==> config.mk <==
export PLATFORM = sky130hd
export DESIGN_NAME = branch_target_table
export DESIGN_NICKNAME = d
export VERILOG_FILES = /design/src/rtl/branch_target_pkg.sv /design/src/rtl/btt_regfile.sv /design/src/rtl/branch_target_table.sv
export SDC_FILE = /design/constraint.sdc
export NUM_CORES = 1
export LEC_CHECK = 0
export ABC_CLOCK_PERIOD_IN_PS = 4500
export CAP_MARGIN = 20
export CORE_UTILIZATION = 50
export DETAILED_ROUTE_END_ITERATION = 16
export GPL_TIMING_DRIVEN = 0
export PLACE_DENSITY_LB_ADDON = 0.12
export SYNTH_ARGS = -nofsm -noshare
export SYNTH_HDL_FRONTEND = slang
export SYNTH_SLANG_ARGS = --single-unit
==> constraint.sdc <==
create_clock -name clk -period 4.5 [get_ports clk]
set_input_delay 0.9 -clock clk [delete_from_list [all_inputs] [get_ports clk]]
set_output_delay 0.9 -clock clk [all_outputs]
set_load 0.05 [all_outputs]
==> src/rtl/branch_target_pkg.sv <==
// Shared types and the default branch-target table loaded by the init sequencer.
package branch_target_pkg;

    typedef enum logic {
        INIT  = 1'b0,
        READY = 1'b1
    } state_t;

    localparam int DEFAULT_WIDTH = 10;
    localparam int DEFAULT_COUNT = 10;

    localparam logic [DEFAULT_WIDTH-1:0] DEFAULT_TABLE [DEFAULT_COUNT] = '{
        10'd0, 10'd10, 10'd43, 10'd104, 10'd77, 10'd92, 10'd84, 10'd101, 10'd1, 10'd19
    };

    // Indices past the table read as zero so the caller can sweep the whole depth.
    function automatic logic [DEFAULT_WIDTH-1:0] default_entry(input int idx);
        logic [DEFAULT_WIDTH-1:0] v;
        v = '0;
        for (int k = 0; k < DEFAULT_COUNT; k++) begin
            if (k == idx) v = DEFAULT_TABLE[k];
        end
        return v;
    endfunction

endpackage

==> src/rtl/btt_regfile.sv <==
// Target storage: DEPTH entries of {valid, value}, one write port, one combinational read port.
module btt_regfile #(
    parameter int D = 10,
    parameter int A = 4
) (
    input  logic         clk,
    input  logic         rst_n,
    input  logic         we,
    input  logic [A-1:0] waddr,
    input  logic [D-1:0] wdata,
    input  logic         wvalid,
    input  logic [A-1:0] raddr,
    output logic [D-1:0] rdata,
    output logic         rvalid
);
    localparam int DEPTH = 2**A;

    logic [DEPTH-1:0] valid_q;
    logic [D-1:0]     mem [DEPTH];

    always_ff @(posedge clk or negedge rst_n) begin
        if (!rst_n) begin
            valid_q <= '0;
        end else if (we) begin
            valid_q[waddr] <= wvalid;
        end
    end

    // Value bits only change on a validating write; invalidation touches the valid bit alone.
    always_ff @(posedge clk) begin
        if (we && wvalid) mem[waddr] <= wdata;
    end

    assign rdata  = mem[raddr];
    assign rvalid = valid_q[raddr];

endmodule

==> src/rtl/branch_target_table.sv <==
// Branch-target lookup: init sequencer, write/invalidate port, bypassed read and target resolve.
module branch_target_table
    import branch_target_pkg::*;
#(
    parameter int D    = 10,
    parameter int A    = 4,
    parameter int NDEF = 10
) (
    input  logic         clk,
    input  logic         rst_n,
    input  logic         wr_en,
    input  logic [A-1:0] wr_addr,
    input  logic [D-1:0] wr_data,
    input  logic         inv_en,
    input  logic         rd_en,
    input  logic [A-1:0] rd_addr,
    input  logic         rd_rel,
    input  logic [D-1:0] pc_in,
    output logic         busy,
    output logic [D-1:0] target,
    output logic         target_vld,
    output logic         hit
);
    localparam int DEPTH = 2**A;

    state_t       state;
    logic [A-1:0] init_cnt;

    logic         we;
    logic [A-1:0] waddr;
    logic [D-1:0] wdata;
    logic         wvalid;
    logic [D-1:0] rf_data;
    logic         rf_valid;

    logic [D-1:0] ent_val;
    logic         ent_hit;
    logic [D-1:0] resolved;

    btt_regfile #(.D(D), .A(A)) u_regfile (
        .clk    (clk),
        .rst_n  (rst_n),
        .we     (we),
        .waddr  (waddr),
        .wdata  (wdata),
        .wvalid (wvalid),
        .raddr  (rd_addr),
        .rdata  (rf_data),
        .rvalid (rf_valid)
    );

    // During INIT the sequencer owns the write port; afterwards wr_en beats inv_en.
    always_comb begin
        we     = 1'b0;
        waddr  = wr_addr;
        wdata  = wr_data;
        wvalid = 1'b1;
        if (state == INIT) begin
            we     = 1'b1;
            waddr  = init_cnt;
            wdata  = D'(default_entry(int'(init_cnt)));
            wvalid = (int'(init_cnt) < NDEF);
        end else if (wr_en) begin
            we = 1'b1;
        end else if (inv_en) begin
            we     = 1'b1;
            wvalid = 1'b0;
        end
    end

    // A same-cycle write or invalidate of the read index is visible to that read.
    always_comb begin
        ent_val = rf_data;
        ent_hit = rf_valid;
        if (wr_en && wr_addr == rd_addr) begin
            ent_val = wr_data;
            ent_hit = 1'b1;
        end else if (inv_en && wr_addr == rd_addr) begin
            ent_hit = 1'b0;
        end
        if (!ent_hit)    resolved = pc_in + D'(1);
        else if (rd_rel) resolved = pc_in + ent_val;
        else             resolved = ent_val;
    end

    always_ff @(posedge clk or negedge rst_n) begin
        if (!rst_n) begin
            state      <= INIT;
            init_cnt   <= '0;
            busy       <= 1'b1;
            target     <= '0;
            target_vld <= 1'b0;
            hit        <= 1'b0;
        end else begin
            case (state)
                INIT: begin
                    target_vld <= 1'b0;
                    init_cnt   <= init_cnt + A'(1);
                    if (init_cnt == A'(DEPTH - 1)) begin
                        state <= READY;
                        busy  <= 1'b0;
                    end
                end
                READY: begin
                    target_vld <= rd_en;
                    if (rd_en) begin
                        target <= resolved;
                        hit    <= ent_hit;
                    end
                end
                default: state <= INIT;
            endcase
        end
    end

endmodule

## Yosys cells after proc, flatten, opt, wreduce, memory -nomap -nowiden

Memory sizes are Yosys's and may differ from the RTL's.
Cells that the tools add are included.

- Multiplexer cells: 32
- Eq/ne operators: 11
- Reductions and logical operators: 6
- Multipliers: 0
- Add/subtract/negate cells: 3
- Shifts and indexed selects: 0
- $lt $le $gt $ge: 4
- Divide/modulo/power cells: 0
- Bitwise gates (word level): 1

Operators by type and width:

| operator | count |
|---|---|
| $mux W10 | 12 |
| $eq A4 B4 Y1 const A | 6 |
| $bwmux W16 | 1 |
| $mux W1 | 14 |
| $add A10 B1 Y10 const B | 1 |
| $add A10 B10 Y10 | 1 |
| $lt A4 B5 Y1 const B | 2 |
| $eq A3 B4 Y1 const A | 2 |
| $mux W4 | 2 |
| $add A4 B1 Y4 const B | 1 |
| $bmux W1 S4 | 1 |
| $demux W1 S4 | 1 |
| $eq A2 B4 Y1 const A | 1 |
| $eq A4 B4 Y1 | 1 |
| $eq A4 B4 Y1 const B | 1 |
| $ge A4 B1 Y1 const B | 1 |
| $logic_and A1 B1 Y1 | 4 |
| $lt A4 B4 Y1 const B | 1 |
| $reduce_and A2 Y1 | 2 |
| $pmux W1 S2 | 1 |
| $not A1 Y1 | 1 |

- Memories: 1
- Flip-flop bits (word level): 34
- Bits in read-only memories: 0
- Bits in writable memories: 160
- Input port bits: 34
- Latch bits: 0
- Output and inout port bits: 13

Memories:

| memory | words | bits a word | rd ports | clocked after memory_dff | write ports | line | source |
|---|---|---|---|---|---|---|---|
| u_regfile.mem | 16 | 10 | 1 | 0 | 1 | btt_regfile.sv:19 | `logic [D-1:0] mem [DEPTH];` |

## Longest topological paths before layout

- Depth after elaboration: 11
- Gate-level depth with buffers: 16

## Modules after synthesis

Synthesis repeated with hierarchy kept, for this count alone.

- Cells, all modules: 567
- Area total of the unflattened synthesis: 8861.0 µm²

Modules (own cells, without submodules):

| module | times used | area an instance (µm²) | cells an instance |
|---|---|---|---|
| btt_regfile | 1 | 6988.0 | 338 |
| branch_target_table | 1 | 1873.0 | 229 |

## Worst setup path before layout

No wires, ideal clock.

- Kind: input-to-reg
- Start: input port rd_addr[0]
- End: register target[8]
- Arrival: 4.257 ns
- Path slack: 0.161 ns
- Stages: 14
- Library setup time: 0.083 ns
- Cells stage by stage: buf_4 buf_2 mux4_2 mux4_2 mux2_2 ha_1 fa_1 a21o_1 a21oi_1 o21ai_0 a31oi_1 xnor2_1 mux2i_1 o21ai_0

- Word-level cells in the longest chain between the ends: 6
- Elaborated cells on any way between the ends: 12

RTL lines:

| item | line | source |
|---|---|---|
| start: declaration | branch_target_table.sv:16 | `input logic [A-1:0] rd_addr,` |
| branches (longest 5 deep; another with $mem_v2 Z16 W10) | - |  |
| $mux W10 * | branch_target_table.sv:81 | `if (!ent_hit) resolved = pc_in + D'(1);` |
| end signal: assignment | branch_target_table.sv:107 | `target <= resolved;` |
| end: declaration | branch_target_table.sv:20 | `output logic [D-1:0] target,` |

Every way passes the cells marked *. The select of a mux whose other input is x is not followed.
A chain may end at the register's enable or synchronous reset.

## Worst setup path after layout

- Start: input port rd_addr[0]
- End: register target[7]

The elaborated chain is that of the path after synthesis.

==> flow_summary.toml <==
[global_route]
grt_pass1_vias = 5222
grt_max_degree = 35
grt_use_total_pct = 23.53
grt_pass1_wl_um = 30280
antenna_found_initial = 0
grt_overflow_total = 0

[floorplanning]
start_util_pct = 51.78
dieArea_mm2 = 0.01789
die_w_um = 133.7
die_y_um = 133.7
pin_count = 47
fp.coreArea_mm2 = 0.01676
std_cell_rows = 47

[synth]
synth_mux_area_share_pct = 16.12
synth_seq_cells = 194
synthAdderAreaFrac_pct = 2.249
synth_compound_gate_area_share_pct = 7.223
syn_avg_cell_area_um2 = 16.01
synth_top_family_by_area = "multiplexers"
synth-xor-area-share_pct = 2.220
synth_ff_type = "edfxtp_1"
synth_edf_count = 160
synth_cells = 542
synth_top_cell_by_area = "edfxtp_1"
yosys.area_share.simple_pct = 5.277
ys_seq_area_share_pct = 65.18
yosys_warnings = 0
synth_area_mm2 = 0.008678
synth_cell_type_count = 46
synth_top_area_share_pct = 55.36
syn-num-nets = 591
synthTopCellsByArea = "edfxtp_1 55%, mux4_2 14%, dfrtp_1 9.5%"
ys_async_sr_fraction_pct = 17.53

[clocking]
h-tree-depth = 4
clkSinkCount = 194
cts_max_path_buffers = 2
cts-buffers-inserted = 17
hold_buffers = 0
path_clk_slew_ns = 0.07
cts_tree = "done"
clock_latency_ns = 0.44
cts_root_buf = "clkbuf_16"

[detailed_routing]
viasPerCell = 6.053
vias = 5187
drt-total-wl_um = 19720
postRouteAntennaNets = 0
drc = 0
first_pass_iters = 5
drt_iter0_markers = 390
routedWlPerCell_um = 23.00

[sta]
skew_ns = 0.01293
worst_pin_slew_ns = 0.8437
hold_ws_ns = 0.4603
max_freq_mhz = 235.4
max_slew_margin_pct = 43.55
min_period_ns = 4.248
rsz0062_at_grt = "no"
finalMaxSlewViolations = 0
setup_violations = 0
post-route-period-util_pct = 94.41
hold_viol = 0

[power]
leakage_nw = 3.486
p_total_mw = 4.212
irDropWorstVdd_v = 0.0003392
power.density_mw_per_mm2 = 412.1

[final_layout]
drive_gt1_share_pct = 20.88
fillCellCount = 1245
syn2layout_area_growth_pct = 17.76
postLayoutCellArea_mm2 = 0.01022
num_antenna_cells = 0
mostFrequentLayoutCell = "edfxtp_1"
nNetsFinal = 673
final_cell_mix = "160 x edfxtp_1, 54 x mux4_2, 49 x o21ai_0"

[flow_run]
drv_cap = 0

[critical_path]
crit_fanout = 10
crit_path_end_kind = "register"
start_kind = "input pin"
crit_required_ns = 4.81
arrival_ns = 4.56
crit_type = "input pin to register"

[placement]
place_area_mm2 = 0.009565
dp_hpwl_um = 14320
place.port_buffers = 43
gp_congestion = 0.8572

[outcome]
status = "finished clean"

[hold_path]
hold_path.class = "register to register"
## registers in the layout (all words and copies together), names as in the netlist
| register | count |
|---|---|
| target_vld | 1 |
| hit | 1 |
| busy | 1 |
| u_regfile.valid_q | 16 |
| state | 1 |
| init_cnt | 4 |
| u_regfile.mem | 160 |
| target | 10 |
## power breakdown
part | total (mW) | internal [mW] | leakage, nW | switching [mW]
Sequential | 2.07 | 2.03 | 1.85 | 0.0400
Clock | 1.50 | 0.792 | 0.283 | 0.708
Combinational | 0.644 | 0.263 | 1.35 | 0.380
## synth_stat cells, drive strengths merged, types with 8 or more instances
master	number
clkbuf	19
edfxtp	160
nor2	31
nor3	8
mux4	54
a21oi	18
dfrtp	33
nand2	30
o21ai	51
ha	14
nand3	10
xor2	10
buf	10
xnor2	12
mux2	10
## worst paths after layout
| path | start | end | slack (ns) | cells past startpoint |
|---|---|---|---|---|
| worst min-delay path | busy | busy | 0.46 | 1 |
| worst min register to register | busy | busy | 0.46 | 1 |
| max in group asynchronous | rst_n | target[4] | 3.46 | 1 |
| worst max-delay path | rd_addr[0] | target[7] | 0.25 | 13 |
| min in group asynchronous | rst_n | u_regfile.valid_q[5] | 0.54 | 1 |
| worst max register to register | u_regfile.mem[15][0] | target[8] | 0.93 | 12 |
## layer usage
metal  global-route usage [%]  wire, µm  vias to the layer above
met5                        0         0                        -
li1                         -         -                     2310
met3                    4.756      1033                       18
met1                    31.23      8332                     2670
met4                    6.250       230                        0
met2                    39.67     10120                      189
## critical path, cell delays in order
cell and delay [ns]:
buf_4 0.18, buf_2 0.38, mux4_2 0.56, mux4_2 0.48
mux2_2 0.32, ha_1 0.30, a211oi_1 0.29, o21bai_1 0.17
a2111oi_2 0.42, nor3_1 0.12, xor2_1 0.16, mux2i_1 0.18
o21ai_0 0.11
## what timing repair did
| action | in CTS | in global routing |
|---|---|---|
| gates resized for setup | 8 | 10 |
| setup endpoints to repair | 3 | 5 |
| buffers inserted | 0 | 0 |
| pin swaps | 0 | 1 |
## final cells by class
cell class	instances	area (µm²)	share of cell area (%)
inverter	7	26.28	0.2571
tap	220	275.3	2.693
clock buffer	18	429.2	4.199
buffer	29	145.1	1.420
multi-input combinational	312	2894	28.32
sequential	194	5657	55.35
clock inverter	14	166.4	1.628
timing repair buffer	63	626.9	6.134
## through the flow
step | TNS [ns] | utilization [%] | cells | setup WS [ns]
after floorplan | 0 | - | 542 | 0.1607
after global placement | -2.513 | 55.99 | 805 | -0.5842
after detailed placement | -2.738 | 57.07 | 822 | -0.6938
after CTS | 0 | 60.73 | 854 | 0.01449
after global routing | 0 | 60.98 | 857 | 0.03084
final | 0 | 60.98 | 857 | 0.2516
## kinds of logic after synthesis
logic type               after synthesis
XOR/XNOR                              22
flip-flops                           194
AO/OA/AOI/OAI                        104
adder cells (fa/ha/maj)               15
AND/OR/NAND/NOR                      100
multiplexers                          71
buffers and inverters                 36
No activity file was read; power rests on OpenSTA's default activity.
